==> src/rtl/pipe_pkg.sv <==
// pipe_pkg
// Shared definitions for the 5-stage pipeline hazard/forwarding logic.
//   - fwd_sel_e : E-stage operand source select encoding
//   - REG_ADDR_W_DEF : default register-specifier width
package pipe_pkg;

    localparam int REG_ADDR_W_DEF = 5;

    typedef enum logic [1:0] {
        FWD_RF  = 2'b00,    // operand from register file / ID-EX register
        FWD_WB  = 2'b01,    // operand from the write-back result
        FWD_MEM = 2'b10     // operand from ALUOutM
    } fwd_sel_e;

endpackage

==> src/rtl/md_busy_tracker.sv <==
// md_busy_tracker
// Occupancy tracker for the multi-cycle mult/div unit. A down-counter is
// loaded with MD_LATENCY when an operation is accepted and counts to zero.
// Ports:
//   clk    in  pipeline clock
//   rst    in  synchronous active-high reset (clears the counter)
//   accept in  a mult/div operation is accepted this cycle
//   busy   out unit occupied (counter nonzero)
module md_busy_tracker #(
    parameter int MD_LATENCY = 4
) (
    input  logic clk,
    input  logic rst,
    input  logic accept,
    output logic busy
);

    localparam int CNT_W = (MD_LATENCY < 1) ? 1 : $clog2(MD_LATENCY + 1);

    logic [CNT_W-1:0] cntReg;
    logic [CNT_W-1:0] cntNext;

    // A new accept reloads even if the count has not quite reached zero,
    // which lets back-to-back operations start the cycle busy drops.
    always_comb begin
        cntNext = cntReg;
        if (accept) begin
            cntNext = CNT_W'(MD_LATENCY);
        end else if (cntReg != '0) begin
            cntNext = cntReg - CNT_W'(1);
        end
    end

    always_ff @(posedge clk) begin
        if (rst) begin
            cntReg <= '0;
        end else begin
            cntReg <= cntNext;
        end
    end

    assign busy = (cntReg != '0);

endmodule

==> src/rtl/pipe_hazard_ctrl.sv <==
// pipe_hazard_ctrl
// Hazard and forwarding controller for the F/D/E/M/W pipeline.
// Ports:
//   clk, rst                      clock, synchronous active-high reset
//   rs_d, rt_d, uses_rs_d/rt_d    D-stage sources and their use qualifiers
//   branch_d, md_start_d, mfhilo_d D-stage instruction class flags
//   rs_e, rt_e, wreg_e, regwrite_e, memtoreg_e  E-stage fields
//   wreg_m, regwrite_m, memtoreg_m              M-stage fields
//   wreg_w, regwrite_w                          W-stage fields
//   stall_f, stall_d, flush_e     stall/bubble controls
//   fwd_a_d, fwd_b_d              D-stage branch comparator forwarding
//   fwd_a_e, fwd_b_e              E-stage operand selects (pipe_pkg encoding)
//   md_busy                       mult/div unit occupied
//   stall_cycles                  saturating stalled-cycle counter
module pipe_hazard_ctrl
    import pipe_pkg::*;
#(
    parameter int REG_ADDR_W = REG_ADDR_W_DEF,
    parameter int MD_LATENCY = 4,
    parameter int PERF_W     = 32
) (
    input  logic                  clk,
    input  logic                  rst,
    input  logic [REG_ADDR_W-1:0] rs_d,
    input  logic [REG_ADDR_W-1:0] rt_d,
    input  logic                  uses_rs_d,
    input  logic                  uses_rt_d,
    input  logic                  branch_d,
    input  logic                  md_start_d,
    input  logic                  mfhilo_d,
    input  logic [REG_ADDR_W-1:0] rs_e,
    input  logic [REG_ADDR_W-1:0] rt_e,
    input  logic [REG_ADDR_W-1:0] wreg_e,
    input  logic                  regwrite_e,
    input  logic                  memtoreg_e,
    input  logic [REG_ADDR_W-1:0] wreg_m,
    input  logic                  regwrite_m,
    input  logic                  memtoreg_m,
    input  logic [REG_ADDR_W-1:0] wreg_w,
    input  logic                  regwrite_w,
    output logic                  stall_f,
    output logic                  stall_d,
    output logic                  flush_e,
    output logic                  fwd_a_d,
    output logic                  fwd_b_d,
    output logic [1:0]            fwd_a_e,
    output logic [1:0]            fwd_b_e,
    output logic                  md_busy,
    output logic [PERF_W-1:0]     stall_cycles
);

    // Register 0 is hardwired to zero, so it never creates a dependency.
    function automatic logic regMatch(input logic [REG_ADDR_W-1:0] src,
                                      input logic [REG_ADDR_W-1:0] dst);
        return (src != '0) && (src == dst);
    endfunction

    // E-stage forwarding, identical for both operands.
    logic [REG_ADDR_W-1:0] srcE [2];
    logic [1:0]            fwdE [2];

    assign srcE[0] = rs_e;
    assign srcE[1] = rt_e;

    generate
        for (genvar gi = 0; gi < 2; gi++) begin : g_fwd_e
            always_comb begin
                fwdE[gi] = FWD_RF;
                if (regwrite_m && regMatch(srcE[gi], wreg_m)) begin
                    fwdE[gi] = FWD_MEM;   // newest value wins
                end else if (regwrite_w && regMatch(srcE[gi], wreg_w)) begin
                    fwdE[gi] = FWD_WB;
                end
            end
        end
    endgenerate

    // D-stage forwarding only from an ALU result in M; a load in M is not
    // ready yet and is covered by the branch stall instead.
    logic fwdAD;
    logic fwdBD;
    assign fwdAD = regwrite_m && !memtoreg_m && regMatch(rs_d, wreg_m);
    assign fwdBD = regwrite_m && !memtoreg_m && regMatch(rt_d, wreg_m);

    // Stall sources
    logic lwStall;
    logic brStall;
    logic mdStall;
    logic stallRaw;
    logic mdBusy;
    logic mdAccept;

    assign lwStall = memtoreg_e &&
                     ((uses_rs_d && regMatch(rs_d, wreg_e)) ||
                      (uses_rt_d && regMatch(rt_d, wreg_e)));

    assign brStall = branch_d &&
                     ((regwrite_e && (regMatch(rs_d, wreg_e) || regMatch(rt_d, wreg_e))) ||
                      (memtoreg_m && (regMatch(rs_d, wreg_m) || regMatch(rt_d, wreg_m))));

    assign mdStall  = (md_start_d || mfhilo_d) && mdBusy;
    assign stallRaw = lwStall || brStall || mdStall;

    // A mult/div that is itself stalled (by any hazard) must not start.
    assign mdAccept = md_start_d && !stallRaw && !rst;

    md_busy_tracker #(
        .MD_LATENCY (MD_LATENCY)
    ) u_md_busy_tracker (
        .clk    (clk),
        .rst    (rst),
        .accept (mdAccept),
        .busy   (mdBusy)
    );

    // Saturating stalled-cycle counter
    logic [PERF_W-1:0] stallCyclesReg;

    always_ff @(posedge clk) begin
        if (rst) begin
            stallCyclesReg <= '0;
        end else if (stallRaw && (stallCyclesReg != '1)) begin
            stallCyclesReg <= stallCyclesReg + PERF_W'(1);
        end
    end

    // While in reset the pipeline is held clear: no stalls, D/E flushed,
    // and no forwarding from stale downstream state.
    always_comb begin
        if (rst) begin
            stall_f = 1'b0;
            stall_d = 1'b0;
            flush_e = 1'b1;
            fwd_a_d = 1'b0;
            fwd_b_d = 1'b0;
            fwd_a_e = FWD_RF;
            fwd_b_e = FWD_RF;
        end else begin
            stall_f = stallRaw;
            stall_d = stallRaw;
            flush_e = stallRaw;
            fwd_a_d = fwdAD;
            fwd_b_d = fwdBD;
            fwd_a_e = fwdE[0];
            fwd_b_e = fwdE[1];
        end
    end

    assign md_busy      = mdBusy;
    assign stall_cycles = stallCyclesReg;

endmodule

==> config.mk <==
export PLATFORM = sky130hd
export DESIGN_NAME = pipe_hazard_ctrl
export DESIGN_NICKNAME = d
export VERILOG_FILES = /design/src/rtl/pipe_pkg.sv /design/src/rtl/md_busy_tracker.sv /design/src/rtl/pipe_hazard_ctrl.sv
export SDC_FILE = /design/constraint.sdc
export NUM_CORES = 1
export LEC_CHECK = 0
export CAP_MARGIN = 20
export CORE_UTILIZATION = 46
export DETAILED_ROUTE_END_ITERATION = 10
export GPL_TIMING_DRIVEN = 0
export PLACE_DENSITY = 0.9
export SLEW_MARGIN = 5
export SYNTH_ARGS = -nofsm -noshare
export SYNTH_HDL_FRONTEND = slang
export SYNTH_SLANG_ARGS = --single-unit
export TNS_END_PERCENT = 5
==> constraint.sdc <==
create_clock -name clk -period 4.3 [get_ports clk]
set_input_delay 1.29 -clock clk [delete_from_list [all_inputs] [get_ports clk]]
set_output_delay 1.29 -clock clk [all_outputs]
set_load 0.01 [all_outputs]
==> run_results.csv, run 1 <==
group,metric,value,unit
synth,netlist_top_cells_area,"dfxtp_1 (28%), xnor2_1 (8.4%), a21oi_1 (6.0%)",
detailed_routing,ant_nets,0,
synth,synthXorXnorAreaFrac,14.3,%
hold_path,worstHoldPathType,"flop to flop",
setup_path,critPathKind,"input pin to output port",
synth,netlist_instances,321,
floorplan,dieArea,0.00574,sq mm
setup_path,crit_slowest_cell,"clkdlybuf4s50_1",
synth,synthAdderAreaFrac,2.00,%
synth,synth_top_family_by_area,"simple AND/OR/NAND/NOR gates",
synth,synth_area_leader_cell,"dfxtp_1",
setup_path,cp_cell_sequence,"clkdlybuf4s50_1 > or4_1 > nor2_2 > nor4_2 > nor4_1 > clkdlybuf4s15_2",
run_status,status,"complete, no violations",
setup_path,cp-start-kind,"input pin",
setup_path,cp_max_fo,3,
power,powerDensity,312,mW/mm^2
synth,synthSimpleGateAreaFrac,32.5,%
sta,max_freq,233,MHz
final_layout,layout-drive-gt1-share,13.2,%
power,finalPower,1120,uW
global_route,grt_max_degree,20,
sta,maxSlewViolCount,0,
clock_network,worstSkewPairLatency,290,ps
detailed_routing,avgRoutedWirePerCell,16.0,um
synth,ys_types,42,
clock_network,cts.sinks,35,
floorplan,coreArea,0.00517,sq mm
synth,syn_area,0.00250,sq mm
final_layout,fill_cells,412,
hold_path,min_from,"stall_cycles[10]$_SDFFE_PP0P_",
sta,maxSlewHeadroom,53.8,%
clock_network,clk_pin_slew_worst_paths,70,ps
clock_network,htreeDepth,2,
global_route,grt_pass1_wl,12000,um
placement,port_buffers,85,
final_layout,diodes,0,
sta,tightest_slew,691,ps
synth,syn_avg_cell_area,7.80,sq um
floorplan,start_util,48.4,%
synth,synth_warnings,0,
synth,syn_nets,372,
synth,postSynth.asyncResetShare,0,%
floorplan,die_width,75.8,um
synth,ys_seq_area_share,28.0,%
floorplan,die_h,75.8,um
placement,dpl_cell_area,0.00344,sq mm
placement,gp_congestion,0.916,
detailed_routing,vias,2937,
synth,synth_edf_count,0,
hold_path,hold_path_depth,2,
sta,rsz0062_at_grt,"true",
global_route,antenna_found_initial,0,
clock_network,clockRootBuffer,"clkbuf_8",
setup_path,r2r-start,"stall_cycles[19]$_SDFFE_PP0P_",
setup_path,reg2reg_depth,8,
sta,skew,3.33,ps
final_layout,post-route-cell-area,0.00358,sq mm
sta,finalCritPeriodShare,99.7,%
sta,finalHoldViolations,0,
global_route,grt_remaining_overflow,0,
sta,finalSetupViolCount,0,
synth,muxShareOfSynthArea,2.20,%
detailed_routing,drc,0,
setup_path,cp_data_required_time,3010,ps
setup_path,arrival,3000,ps
synth,synth.most_common_cell,"dfxtp_1",
final_layout,fin_nets,469,
setup_path,slowest_delay,490,ps
synth,synthFlopType,"dfxtp_1",
sta,hold-worst-slack,504,ps
detailed_routing,drt-vias-per-instance,6.03,
placement,hpwl,5870,um
final_layout,area_growth_syn_to_layout,42.8,%
synth,synth_compound_area_share,15.7,%
global_route,grt_util_all_layers,27.5,%
detailed_routing,drt-pass1-iter-count,4,
floorplan,rows,26,
detailed_routing,drt_iter0_drc,166,
hold_path,worstHoldEndpoint,"stall_cycles[10]$_SDFFE_PP0P_",
detailed_routing,wl,7780,um
synth,ys_seq_elements,35,
floorplan,io_pins,89,
power,p_leak,0.00129,uW
clock_network,cts_tree,"yes",
clock_network,cts_buffers,5,
global_route,grt_pass1_vias,2766,
power,ir_worst_vdd,174,uV
sta,fin_crit,4290,ps
setup_path,ff2ff_setup_slack,1770,ps
sta,timing.setup.tns,0,ps
flow_run,cap_violations,0,
setup_path,cp-end-kind,"output port",
synth,yosysTopAreaCellShare,28.0,%
clock_network,clock_path_buffers,2,
setup_path,regToRegEndpoint,"stall_cycles[20]$_SDFFE_PP0P_",
synth,synth_common_cells,"dfxtp_1 (35), a21oi_1 (30), xnor2_1 (24), nand2_1 (23), or4_1 (20)",
==> per-layer routing <==
layer	global-route usage [%]	wire (um)
met1	29.5	2920
met2	49.8	3980
met3	7.28	662
met4	13.4	222
met5	0	0
==> report_power, final <==
| group | internal (uW) | switching [uW] | total [uW] |
|---|---|---|---|
| combinational | 252 | 282 | 534 |
| clock | 108 | 112 | 220 |
| sequential | 344 | 18.3 | 363 |
==> worst max path at each step <==
stage	from	slack (ps)	to	cells past startpoint
3_3_place_gp	wreg_m[1]	-1040	stall_f	12
6_report	rt_e[4]	10	fwd_b_e[0]	6
3_5_place_dp	wreg_m[0]	-1110	stall_f	12
4_1_cts	rs_d[0]	-140	stall_f	11
5_1_grt	rs_d[3]	-40	stall_f	11
2_1_floorplan	wreg_m[3]	190	stall_f	10
==> kinds of logic (layout without fill, tap and decap cells) <==
| family | after synthesis | after routing |
|---|---|---|
| DFF | 35 | 35 |
| buffers and inverters | 30 | 126 |
| xor gates and xnor gates | 41 | 41 |
| muxes | 5 | 5 |
| and+or+nand+nor | 142 | 142 |
| adders and majority gates | 4 | 4 |
| AOI/OAI and AO/OA | 64 | 64 |
==> flip-flops by register name (all words and copies together) (netlist names) <==
| register | flops |
|---|---|
| stall_cycles | 32 |
| u_md_busy_tracker.cntReg | 3 |
==> cell usage in the layout (no fill, tap or decap), types with 8 or more instances in the layout <==
cell / netlist / layout
nand3_1: 15 / 15
clkbuf_1: 10 / 10
o31ai_1: 17 / 17
nand4_1: 14 / 14
nor2_1: 19 / 16
a21oi_1: 30 / 28
o21ai_1: 8 / 8
clkbuf_2: 0 / 13
buf_4: 3 / 10
or4_1: 20 / 19
nor2b_1: 8 / 8
inv_1: 9 / 9
clkdlybuf4s50_1: 0 / 54
dlygate4sd2_1: 0 / 8
nand2_1: 23 / 23
xor2_1: 17 / 17
xnor2_1: 24 / 24
dfxtp_1: 35 / 35
or3_1: 10 / 10
==> timing repair <==
item,in CTS,in global routing
pin swaps,4,13
setup endpoints to repair,9,8
setup buffers,4,3
hold buffers,0,0
resized for setup,46,43
==> critical path, delay by kind of cell <==
kind,cells,cell delay [ps]
AND/OR/NAND/NOR,4,950
buffers and inverters,2,760
==> final cells by class <==
| cell class | count | area [sq um] | area share (%) |
|---|---|---|---|
| clock buffers | 6 | 72.6 | 2.03 |
| flip-flops and latches | 35 | 701 | 19.6 |
| multi-input cells | 256 | 1720 | 48.1 |
| well taps | 70 | 87.6 | 2.45 |
| inverters | 9 | 33.8 | 0.944 |
| plain buffers | 19 | 119 | 3.32 |
| repair buffers | 92 | 842 | 23.5 |
==> per-stage QoR <==
stage | util, % | setup WS [ps] | instances
after floorplan | - | 186 | 321
after global placement | 66.6 | -1040 | 476
after detailed placement | 66.6 | -1110 | 476
after CTS | 68.7 | -140 | 484
after global routing | 69.2 | -44.8 | 487
final | 69.2 | 11.4 | 487
(Power assumes the default switching activity.)
==> run 2: changes to the inputs <==
MAX_ROUTING_LAYER = met4   (was not set)
==> run_results.csv, run 2 (synthesis results as in run 1) <==
group,metric,value,unit
setup_path,arrival,3010,ps
setup_path,slowest_delay,500,ps
run_status,status,"finished with violations",
clock_network,worstSkewPairLatency,290,ps
final_layout,diodes,0,
setup_path,reg2reg_depth,9,
final_layout,largest_reg_flops,32,
detailed_routing,drt_iter0_drc,164,
global_route,grt_remaining_overflow,0,
clock_network,cts_buffers,5,
placement,dpl_cell_area,0.00344,sq mm
detailed_routing,wl,7810,um
sta,tightest_slew,702,ps
clock_network,clk_pin_slew_worst_paths,70,ps
final_layout,fin_nets,469,
detailed_routing,drc,0,
run_status,violations,"setup timing",
detailed_routing,drt-pass1-iter-count,4,
power,ir_worst_vdd,174,uV
clock_network,cts_tree,"yes",
placement,hpwl,5870,um
setup_path,crit_slowest_cell,"clkdlybuf4s50_1",
setup_path,cp-end-kind,"output port",
sta,maxSlewViolCount,0,
placement,port_buffers,85,
setup_path,cp-start-kind,"input pin",
sta,max_freq,232,MHz
sta,rsz0062_at_grt,"true",
floorplan,rows,26,
sta,setup_ws,-2.18,ps
setup_path,cp_max_fo,3,
power,p_leak,0.00129,uW
final_layout,final_cell_mix,"clkdlybuf4s50_1 (54), dfxtp_1 (35), a21oi_1 (28)",
global_route,antenna_found_initial,0,
global_route,grt_pass1_wl,12000,um
sta,skew,3.17,ps
clock_network,clock_path_buffers,2,
clock_network,clockRootBuffer,"clkbuf_8",
setup_path,cp_cell_sequence,"clkdlybuf4s50_1 > or4_1 > nor2_2 > nor4_2 > nor4_1 > clkdlybuf4s15_2",
global_route,grt_util_all_layers,28.3,%
global_route,grt_max_degree,20,
placement,gp_congestion,0.932,
hold_path,worstHoldPathType,"flop to flop",
sta,finalCritPeriodShare,100,%
clock_network,cts.sinks,35,
floorplan,start_util,48.4,%
detailed_routing,avgRoutedWirePerCell,16.0,um
flow_run,cap_violations,0,
floorplan,coreArea,0.00517,sq mm
global_route,grt_pass1_vias,2770,
detailed_routing,ant_nets,0,
final_layout,final_common_cell,"clkdlybuf4s50_1",
sta,hold-worst-slack,505,ps
power,powerDensity,313,mW/mm^2
setup_path,cp_data_required_time,3010,ps
floorplan,die_h,75.8,um
floorplan,dieArea,0.00574,sq mm
detailed_routing,drt-vias-per-instance,6.00,
sta,finalSetupViolCount,1,
sta,finalHoldViolations,0,
clock_network,htreeDepth,2,
floorplan,io_pins,89,
hold_path,hold_path_depth,2,
final_layout,layout-drive-gt1-share,13.2,%
final_layout,area_growth_syn_to_layout,42.8,%
final_layout,post-route-cell-area,0.00358,sq mm
sta,maxSlewHeadroom,53.1,%
floorplan,die_width,75.8,um
detailed_routing,vias,2923,
sta,fin_crit,4300,ps
setup_path,critPathKind,"input pin to output port",
[run 2: cell counts in the layout (fill, tap and decap cells not counted)]
Identical to the previous run, type by type.
[run 2: where the power goes]
part | switching, uW | internal, uW
Combinational | 283 | 252
Sequential | 18.3 | 344
Clock | 114 | 108
[run 2: worst max-delay path, delay by kind of cell]
| family | cells | cell delay [ps] |
|---|---|---|
| buffers and inverters | 2 | 770 |
| AND/OR/NAND/NOR | 4 | 950 |
[run 2: layout make-up]
| type | count | area, sq um |
|---|---|---|
| Multi-Input combinational cell | 256 | 1720 |
| Fill cell | 412 | 1600 |
| Timing Repair Buffer | 92 | 842 |
| Sequential cell | 35 | 701 |
| Buffer | 19 | 119 |
| Tap cell | 70 | 87.6 |
| Clock buffer | 6 | 72.6 |
| Inverter | 9 | 33.8 |
[run 2: repair_timing]
action | in CTS | in global routing
endpoints found under the setup margin | 9 | 8
hold buffers | 0 | 0
pin swaps | 4 | 13
gates resized for setup | 46 | 43
setup buffers | 4 | 3
[run 2: layer usage]
metal  global-route usage, %  vias to the layer above  wire length (um)
li1                        -                     1372                 -
met1                    30.1                     1369              3050
met2                    49.6                      150              3940
met3                    6.35                       32               558
met4                    13.6                        0               265
met5                       -                        -                 0
[run 2: path summary, 6_finish.rpt]
| check | to | startpoint | slack, ps |
|---|---|---|---|
| max | fwd_b_e[0] | rt_e[4] | -2 |
| min | stall_cycles[4]$_SDFFE_PP0P_ | stall_cycles[4]$_SDFFE_PP0P_ | 510 |
| max reg2reg | stall_cycles[20]$_SDFFE_PP0P_ | stall_cycles[6]$_SDFFE_PP0P_ | 1770 |
| min reg2reg | stall_cycles[4]$_SDFFE_PP0P_ | stall_cycles[4]$_SDFFE_PP0P_ | 510 |
[run 2: metrics by stage]
stage | utilization (%) | std cells | TNS [ps] | worst slack, ps | power [uW]
final | 69.2 | 487 | -2.18 | -2.18 | 1120
after global routing | 69.2 | 487 | -143 | -44.8 | 1190
after CTS | 68.7 | 484 | -363 | -140 | 1080
after detailed placement | 66.6 | 476 | -4390 | -1110 | 819
after global placement | 66.6 | 476 | -4070 | -1040 | 803
after floorplan | - | 321 | 0 | 186 | 634
==> RTL change 1: new RTL, settings of run 1 <==
The parameter `PERF_W` goes from 32 to 48.
--- a/src/rtl/pipe_hazard_ctrl.sv
+++ b/src/rtl/pipe_hazard_ctrl.sv
@@ -19,3 +19,3 @@
     parameter int MD_LATENCY = 4,
-    parameter int PERF_W     = 32
+    parameter int PERF_W     = 48
 ) (
Interface: changed (resized stall_cycles); port bits go from 89 to 105. The function was not compared with the original's and may differ.
==> RTL change 1 against run 1 <==
  * Cell area rose by 36%
  * Sequential cell count rose by 16
  * Sequential share of layout area rose by 1.4 points
  * Fmax rose by 0.49%
  * Routed wire length rose by 43%
  * Worst setup slack improved by 21 ps
  * Power rose by 43%
  * Synthesized area rose by 40%
==> RTL change 1: results (changes against run 1) <==
- The flow ran to the end, and the final reports show no timing, DRC or antenna violations.
- The final wirelength is 11.1 mm (+43%).
- The count of antenna diodes in the layout is 0 (unchanged).
- The static leakage power is 1.66 nW (+28%).
- The clock-pin slew on the worst setup and hold paths is 100 ps (+30 ps).
- The global-route usage over all layers came to 28.3% (+0.82 points).
- The count of routing violations after the opening detailed-route iteration is 428 (+160%).
- The worst path arrival time is 2980 ps (-20 ps).
- The part of the Yosys area used for sequential elements came to 29.2% (+1.2 points).
- The endpoint identified for the worst register-to-register timing path is stall_cycles[1].
- The number of input and output port buffers inserted is 102 (+20%).
- The post-synthesis net count was 484 (+30%).
- The root cell of the clock tree is sky130_fd_sc_hd__clkbuf_8.
- The total met2 wirelength after detailed routing is 5.54 mm (+39%).
- The maximum number of pins on one net before global-route repair was 17 (-15%).
- The setup skew after layout was 9.58 ps (+6.26 ps).
- The worst ir drop on vdd came to 0.190 mV (+9.2%).
- The via count of the first global-routing pass is 3,819 (+38%).
- In the post-synthesis netlist, the biggest area contributors are sky130_fd_sc_hd__dfxtp_1 29%, sky130_fd_sc_hd__or4_1 7.7%, sky130_fd_sc_hd__xnor2_1 7.0%.
- The normalized max-slew margin came to 44.3% (-9.5 points).
- The total cell area at the placement stage is 4680 sq um (+36%).
- The launch point of the worst reg-to-reg path is stall_cycles[7].
- The commonest cells after synthesis are 51 x sky130_fd_sc_hd__dfxtp_1, 43 x sky130_fd_sc_hd__a21oi_1, 36 x sky130_fd_sc_hd__or4_1.
- The routed length on met1 was 4.23 mm (+45%).
- The via total after detailed routing came to 4,057 (+38%).
- The HPWL reported at the end of detailed placement is 8.16 mm (+39%).
- The setup slack of the most critical reg-to-reg path was 1050 ps (-720 ps).
- The insertion delay of the later-clocked pin in the worst-skew pair is 320 ps (+30 ps).
- The weighted congestion reported at the end of routability-driven placement was 0.943 (+2.9%).
- The flip-flop count of the largest register, all copies and words added was 48 (+50%).
- The first element of the critical path is rt_e[3].
- The worst reg-to-reg path cell count is 9 (+1).
- The wire length of the first global-routing pass was 17.4 mm (+45%).
- The number of library cell types mapped by synthesis came to 48 (+14%).
- The detailed route wirelength on metal3 is 1.07 mm (+62%).
==> RTL change 1: changes by cell type after synthesis, moves of 6 or more <==
| cell | change |
|---|---|
| sky130_fd_sc_hd__nand3_1 | +7 |
| sky130_fd_sc_hd__buf_6 | +6 |
| sky130_fd_sc_hd__a21oi_1 | +13 |
| sky130_fd_sc_hd__o31ai_1 | +10 |
| sky130_fd_sc_hd__and4_1 | +6 |
| sky130_fd_sc_hd__nand4_1 | +6 |
| sky130_fd_sc_hd__dfxtp_1 | +16 |
| sky130_fd_sc_hd__or4_1 | +16 |
==> RTL change 1: worst min path at each step <==
stage                           from                to  slack (ps)
floorplan           stall_cycles[44]  stall_cycles[44]         500
global placement    stall_cycles[44]  stall_cycles[44]         480
detailed placement  stall_cycles[44]  stall_cycles[44]         490
CTS                 stall_cycles[44]  stall_cycles[44]         510
global route        stall_cycles[47]  stall_cycles[47]         530
finish              stall_cycles[44]  stall_cycles[44]         510
==> RTL change 1: layout make-up <==
type / instances / area (sq um)
repair buffers: 110 / 1050
fillers: 614 / 2430
plain buffers: 27 / 153
inverters: 10 / 37.5
well taps: 99 / 124
flip-flops and latches: 51 / 1020
multi-input cells: 341 / 2340
clock inverters: 3 / 67.6
clock buffers: 5 / 68.8
==> RTL change 1: through the flow <==
step	instances	worst slack [ps]
final	646	32.4
after floorplan	433	-27.0
after global routing	646	-26.2
after CTS	647	-102
after global placement	634	-1180
after detailed placement	634	-1220
==> RTL change 1: kinds of logic after synthesis <==
group | Yosys count | synth area share (%)
buffers and inverters | 41 | 6.15
xor gates and xnor gates | 40 | 10.0
and+or+nand+nor | 196 | 33.6
muxes | 7 | 2.22
DFF | 51 | 29.2
AOI/OAI and AO/OA | 94 | 17.4
adders and majority gates | 4 | 1.43
==> RTL change 1: report_power, final <==
group	total, W	internal [W]	switching [W]
clock network	0.000402	0.000232	0.000170
logic	0.000681	0.000302	0.000379
registers	0.000509	0.000492	0.0000173
total	0.00159	0.00103	0.000566
==> RTL change 1: critical path, cell delays in order <==
cell                              delay, ps
sky130_fd_sc_hd__clkdlybuf4s50_1        500
sky130_fd_sc_hd__or4_4                  520
sky130_fd_sc_hd__nor2_1                 140
sky130_fd_sc_hd__nor3_1                  70
sky130_fd_sc_hd__nor3_1                 200
sky130_fd_sc_hd__clkdlybuf4s15_2        250
==> RTL change 1: per-layer routing <==
layer  up-vias  global-route usage [%]
li1       1871                       -
met1      1916                    32.2
met2       238                    49.9
met3        32                    7.20
met4         0                    12.7
met5         -                       0
==> RTL change 1: repair_timing <==
action,CTS,global route
setup endpoints to repair,9,8
hold endpoints to repair,0,0
pin swaps,11,9
gates resized for setup,91,16
gates cloned,1,0
buffers inserted,6,1
==> RTL change 2: new RTL, settings of run 1 <==
Made on the original files. Make the reset (`rst`) asynchronous in 2 clocked blocks. Comments in the files are not updated.
--- a/src/rtl/md_busy_tracker.sv
+++ b/src/rtl/md_busy_tracker.sv
@@ -33,3 +33,3 @@
 
-    always_ff @(posedge clk) begin
+    always_ff @(posedge clk or posedge rst) begin
         if (rst) begin
--- a/src/rtl/pipe_hazard_ctrl.sv
+++ b/src/rtl/pipe_hazard_ctrl.sv
@@ -118,3 +118,3 @@
 
-    always_ff @(posedge clk) begin
+    always_ff @(posedge clk or posedge rst) begin
         if (rst) begin
Function: differs if rst is asserted again (counterexample within 4 cycles, from zero or initial values and one cycle with rst high); with rst held inactive, the same outputs for 10 cycles.
==> RTL change 2 against run 1 <==
  * Power rose by 5.5%
  * Synthesized area is 6.7% lower
  * Count of clock-buffer cells in the layout rose by 2
  * Worst setup slack gained 51 ps
  * Routed wire length fell by 15%
  * Utilization up 1.7 points
  * Clock skew up 2.5 ps
  * Hold slack lost 6.5 ps
  * Non-clock buffer count shrank 12
  * Highest routed layer unchanged
  * Largest cell class unchanged
  * Global-route usage decreased by 0.49 points
  * Combinational power shrank 13%
  * Sequential share of layout area is 6.1 points higher
  * Sequential cell count did not move
  * Cell area down 4.6%
==> RTL change 2: results (changes against run 1) <==
- The run finished with clean final reports.
- The post-synthesis instance total is 256 (-20%).
- The global-route usage over all layers is 27.0% (-0.49 points).
- The part of the Yosys area used for sequential elements is 37.5% (+9.5 points).
- The worst path arrival time is 2950 ps (-50 ps).
- The delay of the slowest cell on the worst path is 530 ps (+40 ps).
- The setup slack of the most critical reg-to-reg path is 1730 ps (-40 ps).
- In the synthesized netlist, the cells that appear most often are 43 x sky130_fd_sc_hd__xor2_1, 35 x sky130_fd_sc_hd__dfrtp_1, 27 x sky130_fd_sc_hd__xnor2_1.
- The layout filler cell count is 387 (-6.1%).
- The routed wirelength normalized by instance count is 15.7 um (-1.5%).
- The number of nets in the layout is 403 (-14%).
- The post-synthesis net count is 306 (-18%).
- The count of routing violations after the opening detailed-route iteration was 210 (+27%).
- The setup skew after layout is 5.78 ps (+2.45 ps).
- The maximum level of the CTS H-tree was 2 (unchanged).
- The placed instance count is 410 (-14%).
- The most used flip-flop cell after synthesis is sky130_fd_sc_hd__dfrtp_1.
- The via count of the first global-routing pass is 2,218 (-20%).
- The path class of the tightest hold or removal check is flip-flop to flip-flop.
- By area the synthesized netlist is led by sky130_fd_sc_hd__dfrtp_1 37%, sky130_fd_sc_hd__xor2_1 16%, sky130_fd_sc_hd__xnor2_1 10%.
- The fraction of the mapped netlist area in compound gates is 1.98% (-14 points).
- The non-filler instance count after layout is 421 (-14%).
- The worst ir drop on vdd is 0.356 mV (+100%).
- The proportion of layout cells with a drive suffix above 1 is 10.2% (-3.0 points).
- The maximum fanout encountered on the critical timing path is 3 (unchanged).
- The slowest stage of the critical path belongs to the cell sky130_fd_sc_hd__clkdlybuf4s50_1.
- The number of library cell types mapped by synthesis is 32 (-24%).
- The adder and majority cell fraction of the synthesized area is 1.61% (-0.39 points).
- The HPWL reported at the end of detailed placement is 4.98 mm (-15%).
- The wire length of the first global-routing pass is 10.9 mm (-9.5%).
- The static leakage power was 1.55 nW (+20%).
- The initial antenna violation count is 0 (unchanged).
- The weighted congestion reported at the end of routability-driven placement was 0.876 (-4.4%).
- The normalized max-slew margin came to 31.2% (-23 points).
- The parity-gate share of the synthesized area counting xor and xnor cells is 26.2% (+12 points).
- The multiplexer area fraction after synthesis came to 0.964% (-1.2 points).
- The post-synthesis async set-or-reset flop share was 100% (+100 points).
- The number of input and output port buffers inserted was 87 (+2.4%).
- The maximum number of pins on one net before global-route repair came to 40 (+100%).
- The number of vias per cell is 5.38 (-11%).
- The total clock buffers created by CTS came to 5 (unchanged).
- The count of antenna diodes in the layout is 0 (unchanged).
RTL change 2: cell types whose count changed after synthesis, moves of 8 or more:
cell | before | now
sky130_fd_sc_hd__or4_1 | 20 | 2
sky130_fd_sc_hd__dfxtp_1 | 35 | 0
sky130_fd_sc_hd__clkbuf_1 | 10 | 2
sky130_fd_sc_hd__nor3_1 | 8 | 21
sky130_fd_sc_hd__xor2_1 | 17 | 43
sky130_fd_sc_hd__o31ai_1 | 17 | 0
sky130_fd_sc_hd__a21oi_1 | 30 | 2
sky130_fd_sc_hd__nor4_1 | 7 | 17
sky130_fd_sc_hd__or3_1 | 10 | 0
sky130_fd_sc_hd__dfrtp_1 | 0 | 35
RTL change 2: stage by stage:
step                hold slack [ps]  setup slack, ps  cell area (sq um)  util, %
finish                          498             62.3               3410     70.8
CTS                             501            -56.1               3420     71.0
floorplan                       510              390               2340        -
global route                    519            -17.0               3410     70.8
global placement                474             -866               3290     68.3
detailed placement              493             -925               3290     68.3
RTL change 2: repair_timing:
item,in CTS,in global routing
setup buffers,3,0
pin swaps,11,3
resized for setup,47,12
gates cloned,0,0
setup endpoints to repair,9,5
RTL change 2: power by group:
group	switching, W	internal (W)
clock	0.000115	0.000146
sequential	0.0000651	0.000389
combinational	0.000219	0.000242
total	0.000399	0.000778
RTL change 2: layout make-up:
class                      instances  area (sq um)  area share [%]
tap                               67          83.8            2.46
buffer                             9          53.8            1.58
sequential                        35           876            25.7
timing repair buffer              90           846            24.8
clock buffer                       8           100            2.93
multi-input combinational        207          1430            41.9
inverter                           5          23.8           0.697
RTL change 2: critical path: cells and delay by family:
family,cells,cell delay (ps)
xor+xnor,1,190
buf+inv,2,1020
simple gates,2,450
RTL change 2: layer usage:
| metal | GRT usage [%] | routed length [um] | vias to the layer above |
|---|---|---|---|
| met2 | 46.9 | 3490 | 63 |
| li1 | - | - | 1087 |
| met3 | 4.94 | 317 | 9 |
| met4 | 7.84 | 65 | 0 |
| met5 | 0 | 0 | - |
| met1 | 34.2 | 2750 | 1107 |
RTL change 2: path summary, 6_finish.rpt:
check | from | endpoint | cells after the start
worst max register to register | stall_cycles[2] | stall_cycles[17] | 7
worst min-delay path | stall_cycles[22] | stall_cycles[22] | 1
max in group asynchronous | rst | stall_cycles[5] | 2
min in group asynchronous | rst | stall_cycles[8] | 2
worst min register to register | stall_cycles[22] | stall_cycles[22] | 1
worst max-delay path | rt_e[0] | fwd_b_e[1] | 5
